[src/rtl/tsg_gray_param.sv]
// Purpose : walks 2^TP_NUM Chase test patterns in gray order, updating odd syndromes by one XOR row per step.
// Latency : first out_valid 1 cycle after in_ctr_start, then one pattern per cycle while in_ready is high.
// Backpr. : valid/ready; the presented pattern is held while in_ready is low. Optional TSG_ZERO_DET_EN adds out_zero.
module tsg_gray_param #(
    parameter int GF_LEN   = 10,
    parameter int TP_NUM   = 3,
    parameter int SYND_NUM = 3
) (
    input  logic                              clk,
    input  logic                              in_ctr_Arst_n,
    input  logic                              in_ctr_start,
    input  logic                              in_ctr_abort,
    input  logic [SYND_NUM*GF_LEN-1:0]        in_hd_synd,
    input  logic [TP_NUM*SYND_NUM*GF_LEN-1:0] in_tp_pow,
    output logic                              out_busy,
    output logic                              out_valid,
    input  logic                              in_ready,
    output logic [SYND_NUM*GF_LEN-1:0]        out_test_synd,
    output logic [TP_NUM-1:0]                 out_gray,
    output logic                              out_last
`ifdef TSG_ZERO_DET_EN
    ,
    output logic                              out_zero
`endif
);

    localparam int SW = SYND_NUM * GF_LEN;
    localparam int PW = TP_NUM * SW;
    localparam logic [TP_NUM-1:0] CNT_ONE = TP_NUM'(1);

    typedef enum logic [1:0] {
        IDLE = 2'd0,
        LOAD = 2'd1,
        RUN  = 2'd2
    } state_t;

    state_t            state_q, state_d;
    logic [TP_NUM-1:0] cnt_q, cnt_d;
    logic [SW-1:0]     acc_q, acc_d;
    logic [PW-1:0]     pow_q, pow_d;
    logic              arm_q;

    logic              at_last;
    logic              load_go;
    logic              adv_go;
    logic [TP_NUM-1:0] flip_oh;
    logic [SW-1:0]     flip_xor;

    assign at_last = (cnt_q == {TP_NUM{1'b1}});
    // arm_q keeps the first edge after reset release from accepting a start
    assign load_go = (state_q == IDLE) && in_ctr_start && arm_q && !in_ctr_abort;
    assign adv_go  = out_valid && in_ready && !at_last && !in_ctr_abort;

    // State register; async reset discards any sequence in progress
    always_ff @(posedge clk or negedge in_ctr_Arst_n) begin
        if (!in_ctr_Arst_n) begin
            state_q <= IDLE;
            arm_q   <= 1'b0;
        end else begin
            state_q <= state_d;
            arm_q   <= 1'b1;
        end
    end

    // Next-state logic; abort overrides start and transfer
    always_comb begin
        state_d = state_q;
        case (state_q)
            IDLE:    if (load_go) state_d = LOAD;
            LOAD:    state_d = RUN;
            RUN:     if (out_valid && in_ready && at_last) state_d = IDLE;
            default: state_d = IDLE;
        endcase
        if (in_ctr_abort) state_d = IDLE;
    end

    // Output decode; everything is taken straight from registers
    always_comb begin
        out_busy      = (state_q != IDLE);
        out_valid     = (state_q == LOAD) || (state_q == RUN);
        out_last      = out_valid && at_last;
        out_gray      = cnt_q ^ (cnt_q >> 1);
        out_test_synd = acc_q;
    end

    // Gray bit that flips on n -> n+1 is the lowest zero bit of n; gather its power row
    always_comb begin
        flip_oh  = ~cnt_q & (cnt_q + CNT_ONE);
        flip_xor = '0;
        for (int j = 0; j < TP_NUM; j++) begin
            if (flip_oh[j]) flip_xor = flip_xor ^ pow_q[j*SW +: SW];
        end
    end

    // Datapath next state: capture operands on start, XOR one row per transfer
    always_comb begin
        cnt_d = cnt_q;
        acc_d = acc_q;
        pow_d = pow_q;
        if (load_go) begin
            cnt_d = '0;
            acc_d = in_hd_synd;
            pow_d = in_tp_pow;
        end else if (adv_go) begin
            cnt_d = cnt_q + CNT_ONE;
            acc_d = acc_q ^ flip_xor;
        end
    end

    // Datapath registers
    always_ff @(posedge clk or negedge in_ctr_Arst_n) begin
        if (!in_ctr_Arst_n) begin
            cnt_q <= '0;
            acc_q <= '0;
            pow_q <= '0;
        end else begin
            cnt_q <= cnt_d;
            acc_q <= acc_d;
            pow_q <= pow_d;
        end
    end

`ifdef TSG_ZERO_DET_EN
    logic zero_q;

    // Zero flag tracks the accumulator it describes, updated on the same edge
    always_ff @(posedge clk or negedge in_ctr_Arst_n) begin
        if (!in_ctr_Arst_n) begin
            zero_q <= 1'b0;
        end else begin
            zero_q <= (acc_d == '0);
        end
    end

    assign out_zero = zero_q;
`endif

endmodule

[config.mk]
export PLATFORM = sky130hd
export DESIGN_NAME = tsg_gray_param
export DESIGN_NICKNAME = d
export VERILOG_FILES = /design/src/rtl/tsg_gray_param.sv
export SDC_FILE = /design/constraint.sdc
export NUM_CORES = 1
export LEC_CHECK = 0
export BUFFER_PORTS_ARGS = -buffer_cell sky130_fd_sc_hd__buf_2
export CAP_MARGIN = 10
export CORE_MARGIN = 3
export CORE_UTILIZATION = 48
export CTS_CLUSTER_DIAMETER = 60
export DETAILED_ROUTE_END_ITERATION = 6
export PLACE_DENSITY = 0.75
export SLEW_MARGIN = 20
export SYNTH_ARGS = -nofsm -noshare
export SYNTH_HDL_FRONTEND = slang
export SYNTH_SLANG_ARGS = --single-unit
[constraint.sdc]
create_clock -name clk -period 1.7 [get_ports clk]
set_clock_uncertainty 0.15 [all_clocks]
set_input_delay 0.51 -clock clk [delete_from_list [all_inputs] [get_ports clk]]
set_output_delay 0.51 -clock clk [all_outputs]
set_load 0.005 [all_outputs]
==> reports/metrics.yaml <==
logic_synthesis:
  ys_top_cells_by_area: "dfrtp_1 (50%), mux2_1 (16%), xnor3_1 (11%)"
  syn_area_um2: 6327
  synthSimpleGateAreaFrac: 0.1145
  synth.largest_area_cell: "dfrtp_1"
  synth-async-reset-ratio: 1.000
  synth_edf_count: 0
  synthFlopType: "dfrtp_1"
  synth-seq-cells: 126
  synth-compound-area-share: 0.02946
  yosysWarnings: 0
  synth_fa_ha_area_frac: 0.01384
  synth_xor_area_frac: 0.1511
  synth_top_family_by_area: "multiplexers"
  synthDistinctLibCells: 25
  syn_inst: 523
  synth-seq-area-share: 0.4983
  yosys-mux-area-fraction: 0.1602
  yosysTopAreaCellShare: 0.4983
  syn_nets: 655
  syn_area_per_cell_um2: 12.10
place:
  dp.cells: 868
  gp_congestion: 0.8125
  numPortBuffers: 160
  place_hpwl_mm: 10.96
  place_area_um2: 7935
finish:
  final_nets: 897
  final_cells: 950
  antenna-diode-count: 0
  syn2layout_area_growth_pct: 54.58
  final_area_um2: 9781
  most-common-layout-cells: "buf_2 (154), dfrtp_1 (125), mux2_4 (90)"
  utilization: 0.7657
  layout_commonest_cell: "buf_2"
  drive_gt1_frac: 0.5797
die:
  die_width_um: 120.8
  rows: 41
  die_h_um: 120.8
  io_pins: 161
  core_um2: 12770
  start_util: 0.4953
  dieArea_um2: 14600
pwr:
  combPwrFrac: 0.366
  p_leak_uw: 0.004847
  p_per_area_nw_per_um2: 1376
  p_switching_uw: 3914
  ir_worst_vdd_uv: 1094
  finalPower_uw: 13460
  pwr-share-seq: 0.346
  internal-power_uw: 9542
  p_clk_frac: 0.288
  swShare: 0.2909
flow_run:
  drv_cap: 0
sta:
  grt_setup_unrepaired: "true"
  hold_violations: 0
  finalCritPeriodShare: 1.253
  final_max_slew_viol_count: 0
  max_clock_freq_mhz: 469.5
  setup_viol: 131
  setup_ws_ps: -429.7
  post-route-min-period_ps: 2130
global_route:
  grt_pass1_wl_mm: 29.90
  grt_overflow: 0
  grt_pass1_vias: 5533
  grt_util_all_layers: 0.2746
  grt_max_degree: 38
  grt_antenna_before_repair: 0
clock_network:
  clock_path_buffers: 2
  cts_tree: "built"
  cts_root_buffer: "clkbuf_16"
  cts_buffers: 17
  path_clk_slew_ps: 50
  numClockSinks: 126
  cts_htree_levels: 4
  clk-insertion-delay-late_ps: 420
detailed_routing:
  antenna_left: 0
  drtIter0Drc: 302
  avgViaCountPerCell: 5.106
  vias: 4851
  drt-total-wl_mm: 19.06
  drc: 0
  dr.pass1.iters: 4
  wire_per_inst_um: 20.06
min_path:
  hold_end: "out_test_synd[17]"
  worstHoldStart: "in_hd_synd[17]"
  hold_class: "input pin to flip-flop"
  whs_path_depth: 3
worst_setup_path:
  worstSetupPathType: "flip-flop to output pin"
  reg2reg_depth: 9
  critPathMaxFanout: 3
  endpoint_kind: "output pin"
  crit-reg2reg-capture: "out_test_synd[20]"
  critical_path_arrival_ps: 1470
  crit_required_ps: 1040
  r2r-start: "cnt_q[1]"
  r2r_setup_slack_ps: -400
  crit_path_start_kind: "flip-flop"
run_status:
  run_status: "complete, but fails checks"
  violations: "negative setup slack"
-- layer usage --
layer	track usage	share of wire	up-vias
li1	-	-	2218
met1	0.3403	0.41	2430
met2	0.4708	0.52	172
met3	0.05940	0.053	31
met4	0.1062	0.022	0
met5	0	0	-
-- area by class of cell --
cell class	count	area (um^2)
multi-input cells	362	3679
well taps	172	215.2
inverters	6	25.02
clock buffers	22	464.2
repair buffers	252	2082
clock inverters	10	161.4
flip-flops and latches	126	3154
fillers	756	2993
-- kinds of logic after synthesis --
family	after synthesis
XOR/XNOR	62
multiplexers	90
adder cells (fa/ha/maj)	7
other	1
AO/OA/AOI/OAI	36
flip-flops	126
buffers and inverters	35
AND/OR/NAND/NOR	166
-- per-stage QoR --
step           worst slack [ps]  setup TNS, ps  hold WS, ps
2_1_floorplan            -62.63          -3662        64.41
3_3_place_gp             -176.3         -12580        313.2
3_5_place_dp             -240.3         -15190        314.4
4_1_cts                  -407.7         -31940        141.1
5_1_grt                  -471.1         -42360        151.2
6_report                 -429.7         -32960        149.1
-- state kept, by name, indices dropped and copies added, names as in the netlist --
register,count
pow_q,90
out_test_synd,30
cnt_q,3
state_q,2
arm_q,1
-- critical path, stage by stage (launching register included) --
cell	delay, ps
dfrtp_1	430
ha_4	200
ha_4	180
and2_4	140
buf_6	110
-- Yosys cell counts (6+ instances only) --
cell type / instances
buf_2: 12
o21ai_1: 32
nand2b_1: 30
nand2_1: 126
ha_1: 7
xnor3_1: 30
dfrtp_1: 126
xor2_1: 31
inv_1: 6
mux2_1: 90
clkbuf_1: 6
buf_4: 7
-- power groups by stage --
stage	registers, uW	clock network [uW]	logic (uW)
3_5_place_dp	4560	0	4030
5_1_grt	4760	4080	5270
6_report	4660	3870	4920
3_3_place_gp	4500	0	3930
2_1_floorplan	4460	0	2810
4_1_cts	4580	3900	4760
-- what timing repair did --
item                       in CTS  in global routing
hold endpoints to repair       24                  0
hold buffers                    1                  0
pin swaps                      62                 34
gates cloned                   18                  1
setup endpoints to repair     125                131
setup buffers                  34                 16
resized for setup             138                 63
-- worst max-delay path by stage --
stage	from	end	slack [ps]
global placement	cnt_q[0]	out_test_synd[10]	-180
global route	cnt_q[1]	out_last	-470
finish	cnt_q[1]	out_last	-430
CTS	cnt_q[1]	out_last	-410
detailed placement	cnt_q[0]	out_test_synd[12]	-240
floorplan	cnt_q[1]	out_test_synd[22]	-60
No activity file was read; power rests on OpenSTA's default activity.
